==> src/rtl/jtcop_gfxrom_arb_pkg.sv <==
// jtcop_gfxrom_arb_pkg: shared types, constants and round-robin helper for the tile-ROM arbiter
package jtcop_gfxrom_arb_pkg;
    localparam int NREQ = 3;
    localparam int IDW  = 2;
    localparam logic [IDW-1:0] BA0 = 2'd0;
    localparam logic [IDW-1:0] BA1 = 2'd1;
    localparam logic [IDW-1:0] BA2 = 2'd2;
    typedef enum logic [1:0] { IDLE, WAIT, GAP } state_t;
    function automatic logic [IDW-1:0] rr_next(input logic [IDW-1:0] id);
        return id == BA2 ? BA0 : id + BA1;
    endfunction
endpackage

==> src/rtl/jtcop_gfxrom_arb_if.sv <==
// jtcop_gfxrom_arb_if: requester slot buses plus the shared SDRAM read port
interface jtcop_gfxrom_arb_if #(
    parameter int AW = 17,
    parameter int DW = 32
);
    import jtcop_gfxrom_arb_pkg::*;
    logic [NREQ-1:0]    req_cs;
    logic [NREQ*AW-1:0] req_addr;
    logic [NREQ*DW-1:0] req_data;
    logic [NREQ-1:0]    req_ok;
    logic               sdram_cs;
    logic [AW+IDW-1:0]  sdram_addr;
    logic [DW-1:0]      sdram_data;
    logic               sdram_ok;
    modport slave (
        input  req_cs, req_addr, sdram_data, sdram_ok,
        output req_data, req_ok, sdram_cs, sdram_addr
    );
    modport master (
        output req_cs, req_addr, sdram_data, sdram_ok,
        input  req_data, req_ok, sdram_cs, sdram_addr
    );
endinterface

==> src/rtl/jtcop_rr_pick.sv <==
// jtcop_rr_pick: first set miss bit scanning upward from the slot after i_last, with wrap
module jtcop_rr_pick
    import jtcop_gfxrom_arb_pkg::*;
(
    input  logic [NREQ-1:0] i_miss,
    input  logic [IDW-1:0]  i_last,
    output logic [IDW-1:0]  o_grant,
    output logic            o_any
);
    logic [IDW-1:0] w_s0, w_s1, w_s2;
    always_comb begin
        w_s0    = rr_next(i_last);
        w_s1    = rr_next(w_s0);
        w_s2    = rr_next(w_s1);
        o_grant = i_miss[w_s0] ? w_s0 : i_miss[w_s1] ? w_s1 : w_s2;
        o_any   = |i_miss;
    end
endmodule

==> src/rtl/jtcop_gfxrom_arb.sv <==
// jtcop_gfxrom_arb: shares one SDRAM read slot among three tile-ROM requesters, each with a one-entry cache
module jtcop_gfxrom_arb
    import jtcop_gfxrom_arb_pkg::*;
#(
    parameter int AW = 17,
    parameter int DW = 32
) (
    input logic               clk,
    input logic               rst,
    jtcop_gfxrom_arb_if.slave bus
);
    state_t          r_state, w_state_nx;
    logic [AW-1:0]   r_c_addr [NREQ];
    logic [DW-1:0]   r_c_data [NREQ];
    logic [NREQ-1:0] r_c_valid;
    logic [IDW-1:0]  r_last, r_gid, w_grant;
    logic [AW-1:0]   r_gaddr;
    logic            r_cs;
    logic [NREQ-1:0] w_ok, w_miss;
    logic            w_any, w_take, w_fill;

    genvar n;
    generate
        for (n = 0; n < NREQ; n++) begin : g_req
            assign w_ok[n] = bus.req_cs[n] & r_c_valid[n] & (r_c_addr[n] == bus.req_addr[n*AW +: AW]);
            assign bus.req_data[n*DW +: DW] = r_c_data[n];
        end
    endgenerate

    assign w_miss         = bus.req_cs & ~w_ok;
    assign bus.req_ok     = w_ok;
    assign bus.sdram_cs   = r_cs;
    assign bus.sdram_addr = {r_gid, r_gaddr};

    jtcop_rr_pick u_pick (
        .i_miss  (w_miss),
        .i_last  (r_last),
        .o_grant (w_grant),
        .o_any   (w_any)
    );

    always_comb begin
        w_take     = (r_state == IDLE) & w_any;
        w_fill     = (r_state == WAIT) & bus.sdram_ok;
        w_state_nx = w_take ? WAIT : w_fill ? GAP : r_state == GAP ? IDLE : r_state;
    end

    always_ff @(posedge clk) begin
        r_state <= rst ? IDLE : w_state_nx;
    end

    always_ff @(posedge clk) begin
        if (rst) begin
            r_last    <= BA2;
            r_gid     <= BA0;
            r_gaddr   <= '0;
            r_cs      <= 1'b0;
            r_c_valid <= '0;
            for (int i = 0; i < NREQ; i++) begin
                r_c_addr[i] <= '0;
                r_c_data[i] <= '0;
            end
        end else begin
            if (w_take) begin
                r_gid   <= w_grant;
                r_gaddr <= bus.req_addr[w_grant*AW +: AW];
                r_last  <= w_grant;
            end
            r_cs <= w_take | (r_cs & ~w_fill);
            if (w_fill) begin
                r_c_valid[r_gid] <= 1'b1;
                r_c_addr[r_gid]  <= r_gaddr;
                r_c_data[r_gid]  <= bus.sdram_data;
            end
        end
    end
endmodule

==> src/flat_wrapper.sv <==
// flat-port wrapper written by rule: the top's interface ports become plain ports
module jtcop_gfxrom_arb_flat import jtcop_gfxrom_arb_pkg::*;
#(
    parameter int AW = 17,
    parameter int DW = 32
)
  (clk, rst, bus_req_cs, bus_req_addr, bus_sdram_data, bus_sdram_ok, bus_req_data, bus_req_ok, bus_sdram_cs, bus_sdram_addr);
  jtcop_gfxrom_arb_if #(.AW(AW), .DW(DW)) bus_i ();
  input logic clk;
  input logic rst;
  input wire logic [$bits(bus_i.req_cs)-1:0] bus_req_cs;
  input wire logic [$bits(bus_i.req_addr)-1:0] bus_req_addr;
  input wire logic [$bits(bus_i.sdram_data)-1:0] bus_sdram_data;
  input wire logic [$bits(bus_i.sdram_ok)-1:0] bus_sdram_ok;
  output wire logic [$bits(bus_i.req_data)-1:0] bus_req_data;
  output wire logic [$bits(bus_i.req_ok)-1:0] bus_req_ok;
  output wire logic [$bits(bus_i.sdram_cs)-1:0] bus_sdram_cs;
  output wire logic [$bits(bus_i.sdram_addr)-1:0] bus_sdram_addr;
  assign bus_i.req_cs = bus_req_cs;
  assign bus_i.req_addr = bus_req_addr;
  assign bus_i.sdram_data = bus_sdram_data;
  assign bus_i.sdram_ok = bus_sdram_ok;
  assign bus_req_data = bus_i.req_data;
  assign bus_req_ok = bus_i.req_ok;
  assign bus_sdram_cs = bus_i.sdram_cs;
  assign bus_sdram_addr = bus_i.sdram_addr;
  jtcop_gfxrom_arb #(.AW(AW), .DW(DW)) u_core (.clk(clk), .rst(rst), .bus(bus_i));
endmodule
==> config.mk <==
export PLATFORM = sky130hd
export DESIGN_NAME = jtcop_gfxrom_arb_flat
export DESIGN_NICKNAME = d
export VERILOG_FILES = /design/src/rtl/jtcop_gfxrom_arb_pkg.sv /design/src/rtl/jtcop_gfxrom_arb_if.sv /design/src/rtl/jtcop_rr_pick.sv /design/src/rtl/jtcop_gfxrom_arb.sv /design/src/flat_wrapper.sv
export SDC_FILE = /design/constraint.sdc
export NUM_CORES = 1
export LEC_CHECK = 0
export CAP_MARGIN = 10
export CORE_MARGIN = 2
export CORE_UTILIZATION = 35
export DETAILED_ROUTE_END_ITERATION = 8
export MAX_ROUTING_LAYER = met4
export PLACE_DENSITY_LB_ADDON = 0.2
export SYNTH_ARGS = -nofsm -noshare
export SYNTH_HDL_FRONTEND = slang
export SYNTH_HIERARCHICAL = 1
export SYNTH_SLANG_ARGS = --single-unit
==> constraint.sdc <==
create_clock -name clk -period 7.5 [get_ports clk]
set_input_delay 1.5 -clock clk [delete_from_list [all_inputs] [get_ports clk]]
set_output_delay 1.5 -clock clk [all_outputs]
set_load 0.01 [all_outputs]
# Yosys cells after proc, flatten, opt, wreduce, memory -nomap -nowiden
# Memory sizes are Yosys's and may differ from the RTL's.
# Cells that the tools add are included.
# W data, S select, Z words.
# word_totals
regBits,27
mem_bits_rw,147
elab_cells,73
n_memories,2
latch_bits,0
in_bits,89
mem_bits_ro,0
# op_classes
order_cmp,4
bitwise_logic,14
n_reduce_logical,8
n_addsub,3
shifts,1
multipliers,1
eq_ne,8
div_mod_pow,0
mux,25
# memory_table
memory,words,word_bits,rd,rd_ports_with_merged_regs,wr,line,text
u_core.r_c_data,3,32,3,0,3,jtcop_gfxrom_arb.sv:14,logic [DW-1:0] r_c_data [NREQ];
u_core.r_c_addr,3,17,3,0,3,jtcop_gfxrom_arb.sv:13,logic [AW-1:0] r_c_addr [NREQ];
# op_table
operator,count
$eq A17 B17 Y1,3
$shiftx A51 B8 Y17,1
$mux W32,1
$reduce_or A32 Y1,1
$mux W2,9
$mux W17,1
$reduce_or A17 Y1,1
$mux W1,11
$and A1 B1 Y1,9
$lt A2 B3 Y1 const B,3
$eq A2 B2 Y1 const B,4
$mul A2 B5 Y7 const B,1
$add A2 B1 Y2 const B,3
$bmux W1 S2,2
$and A3 B3 Y3,1
$not A3 Y3,1
$or A3 B3 Y3,1
$reduce_bool A3 Y1,1
$reduce_or A3 Y1,1
$demux W1 S2,1
$eq A2 B1 Y1 const B,1
$ge A2 B1 Y1 const B,1
$logic_not A2 Y1,1
$reduce_bool A2 Y1,1
other kinds (4),4

# Logic depth before layout (Yosys ltp)
# An unclocked memory read counts as a cell.
# logic_depth
ltp_word,11
ltp_mapped,13
mapped_depth_nobuf,11

# Modules after synthesis
# Netlist, hierarchy kept.
# modules_own_cells
mod,area_per_inst_um2,seq_area_each_um2,cells_per_inst,n_inst
jtcop_gfxrom_arb,7384.6,4934.7,545,1
jtcop_rr_pick,53.8,0.0,10,1

# Least setup slack after synthesis
# Ideal clock, no wire load.
# synth_timing
kind,input to output
from,input port bus_req_addr[16]
to,output port bus_req_ok[0]
stages,4
t_arrival_ns,2.478
required_time_ns,6.000
path_slack_ns,3.522
path_cell_list,xor2_1 -> nor4_1 -> nand3_1 -> nor4_1
# synth_via
elab_chain_len,2
# synth_lines
item,line,text
start: declaration,flat_wrapper.sv:12,input wire logic [$bits(bus_i.req_addr)-1:0] bus_req_addr;
$eq A17 B17 Y1,jtcop_gfxrom_arb.sv:25,assign w_ok[n] = bus.req_cs[n] & r_c_valid[n] & (r_c_addr[n] == bus.req_addr[n*AW +: AW]);
$and A1 B1 Y1,jtcop_gfxrom_arb.sv:25,
end: declaration,flat_wrapper.sv:16,output wire logic [$bits(bus_i.req_ok)-1:0] bus_req_ok;
# No other way between the ends.

# Worst setup path in the final report
# layout_timing
from,input port bus_req_addr[47]
to,output port bus_req_ok[2]
# The elaborated chain is that of the path after synthesis.

==> impl_results.md <==
- Status: finished clean
- Hold Crit Depth: 1
- Post-cts sizing count: 0
- Post-Syn Area: 7438 um2
- Worst slew pin tran: 1.138 ns
- Row Count: 53
- DR pass1 iterations: 5
- Die area: 22430 um2
- CP Cell Sequence: clkdlybuf4s50_1 > xor2_1 > nor4_1 > nand3_1 > nor4_1 > clkdlybuf4s50_1
- Max Cap Viol: 0
- Filler cells: 1877
- Final Util: 0.4930
- Hold WC Path Type: flop to flop
- WS Path Type: input port to output port
- Drt drc: 0
- Congestion Overflow GR: 0
- Cell Pwr Density: 223.2 nW/um2
- Clk_lat worst skew: 0.42 ns
- Global Route Usage Sum: 0.1931
- Drt total wl: 20740 um
- Die width: 149.8 um
- Final std cells w/o fill: 1046
- Final setup TNS: 0 ns
- DRT iter0 DRCs: 289
- Vias per std cell: 4.833
- CTS Buf Count: 17
- Slew margin rel.: 0.2379
- IO Port Bufs: 207
- First-pass GRT wire length: 30820 um
- Drt wl/cell: 19.83 um
- Num ports: 208
- Final hold vios: 0
- CTS tree: yes
- Worst EP required: 6.00 ns
- CTS Hold Bufs: 0
- H-tree levels: 4
- Initial antenna violation count: 0
- CTS Buffer Depth: 2
- Routed Antenna Nets: 0
- Largest net degree at the start of global routing: 51
- Primary FF master, synth: edfxtp_1
- Setup Skew: 0.008648 ns
- Initial Util: 0.3550
- DPL Wire Length: 13690 um
- Most frequent cells in the layout: clkdlybuf4s50_1 (207), edfxtp_1 (147), and2_1 (99)
- Setup bufs post-CTS: 0
- Hold Crit Start: u_core/r_c_valid[0]
- Final Critical Period: 5.362 ns
- CP endpoint kind: output port
- Avg Cell Area, Syn: 13.40 um2
- Vias: 5055
- Syn Nets: 644
- Warnings, synthesis: 6
- R2R Path Start: u_core/r_c_addr[1][16]
- Reg2Reg Depth: 10
- Synth cell types: 34
- Nets@finish: 847
- # diodes: 0
- Sequential share of the synthesized area: 0.6634
- Leak: 3.976 nW
- Finished Cell Area: 10330 um2
- Critical-path top delay cell: clkdlybuf4s50_1
- Top cell type's share of synthesized area: 0.5934
- Commonest non-fill, non-tap cell in the layout: clkdlybuf4s50_1
- Die span in y: 149.8 um
- Core Area: 20960 um2
- Top cells by area, synth: edfxtp_1 (59%), and2_1 (8.3%), dfxtp_1 (7.0%)
- Asr flop ratio synth: 0
- Data arrival, critical path: 3.86 ns
- Final setup violation count: 0
- Fmax: 186.5 MHz
- Synth area leader: edfxtp_1
- Number of synthesized register bits: 173
- Sinks on Clock Net: 173
- DP Area: 9764 um2
- Max Slew Vio Count: 0
- VDD IR-drop max: 0.0001602 V
- Worst-path clk slew: 0.06 ns
- RSZ-0062 raised after global routing: no
- Setup crit start kind: input port
- Area growth, synth to finish: 38.89%
- Part of the cycle the worst path needs: 0.7149
- Vias in the first global route: 5285
- Crit path max fanout: 2
- Critical Path Start: bus_req_addr[47]
- Number of synthesized flops with an enable pin: 147
- Mapped Cells: 555
- Share of cells above drive strength 1: 0.06874
- GPL Wtd Cong: 0.7681
- Placed Instances: 1014
- Critical Path Max Stage Delay: 0.62 ns
- CTS root buf: clkbuf_16
worst max-delay path: cells and delay by family:
kind          cells  cell delay, ns
simple gates      3            1.11
buf+inv           2            1.06
xor+xnor          1            0.18
metal layers:
layer,routed length [um],GRT usage
met4,531,0.07642
met3,1441,0.05488
met2,10130,0.3044
met5,0,-
met1,8634,0.2357
metrics by stage:
stage | hold slack (ns) | total power [W] | setup WS [ns]
final | 0.4773 | 0.002306 | 2.138
after detailed placement | 0.4636 | 0.001478 | 2.075
after floorplan | 0.4258 | 0.001285 | 3.522
after CTS | 0.4798 | 0.002333 | 2.048
after global placement | 0.4538 | 0.001472 | 2.037
after global routing | 0.4880 | 0.002399 | 2.051
sequential cells by signal (all words and copies together) (netlist names):
register and count:
u_core/r_state 2, u_core/r_c_data 96, u_core/bus.sdram_cs 1, u_core/r_last 2, u_core/r_c_addr 51, u_core/r_gaddr 17
u_core/r_gid 1, u_core/r_c_valid 3
where the power goes:
part	internal [W]	total (W)	leakage, nW	switching, W
clock	0.000477	0.000851	0.271	0.000374
sequential	0.00110	0.00113	1.74	0.0000350
combinational	0.000158	0.000323	1.97	0.000165
total	0.00173	0.00231	3.98	0.000573
synthesized netlist by cell type, types with 3 or more instances:
library cell,number
a211oi_1,17
a21o_1,3
a21oi_1,21
and2_1,99
and3_1,49
buf_2,10
buf_4,4
buf_6,6
clkbuf_1,13
dfxtp_1,26
edfxtp_1,147
inv_1,3
mux2i_1,19
nand2_1,7
nand3_1,3
nand4_1,3
nor2_1,41
nor4_1,12
o21ai_0,3
o41a_1,3
xnor2_1,12
xor2_1,39
cell families (layout without fill, tap and decap cells):
kind of cell / Yosys count / in the layout / synth area share
simple gates: 227 / 227 / 0.1805
flops: 173 / 173 / 0.6634
xor+xnor: 51 / 51 / 0.06005
compound gates: 48 / 48 / 0.04205
buf+inv: 37 / 253 / 0.02843
mux: 19 / 19 / 0.02557
worst paths after layout:
| check | end | slack (ns) |
|---|---|---|
| worst max-delay path | bus_req_ok[2] | 2.14 |
| worst min-delay path | u_core/r_c_valid[0] | 0.48 |
| worst max register to register | u_core/r_gaddr[0] | 3.83 |
| worst min register to register | u_core/r_c_valid[0] | 0.48 |
cell type report:
class,instances,area (um2),area share
clock buffer,20,456.7,0.04420
timing repair buffer,218,2155,0.2085
tap,275,344.1,0.03330
sequential,173,4936,0.4778
clock inverter,12,110.1,0.01066
inverter,3,11.26,0.001090
multi-input combinational,345,2318,0.2244
(Power assumes the default switching activity.)
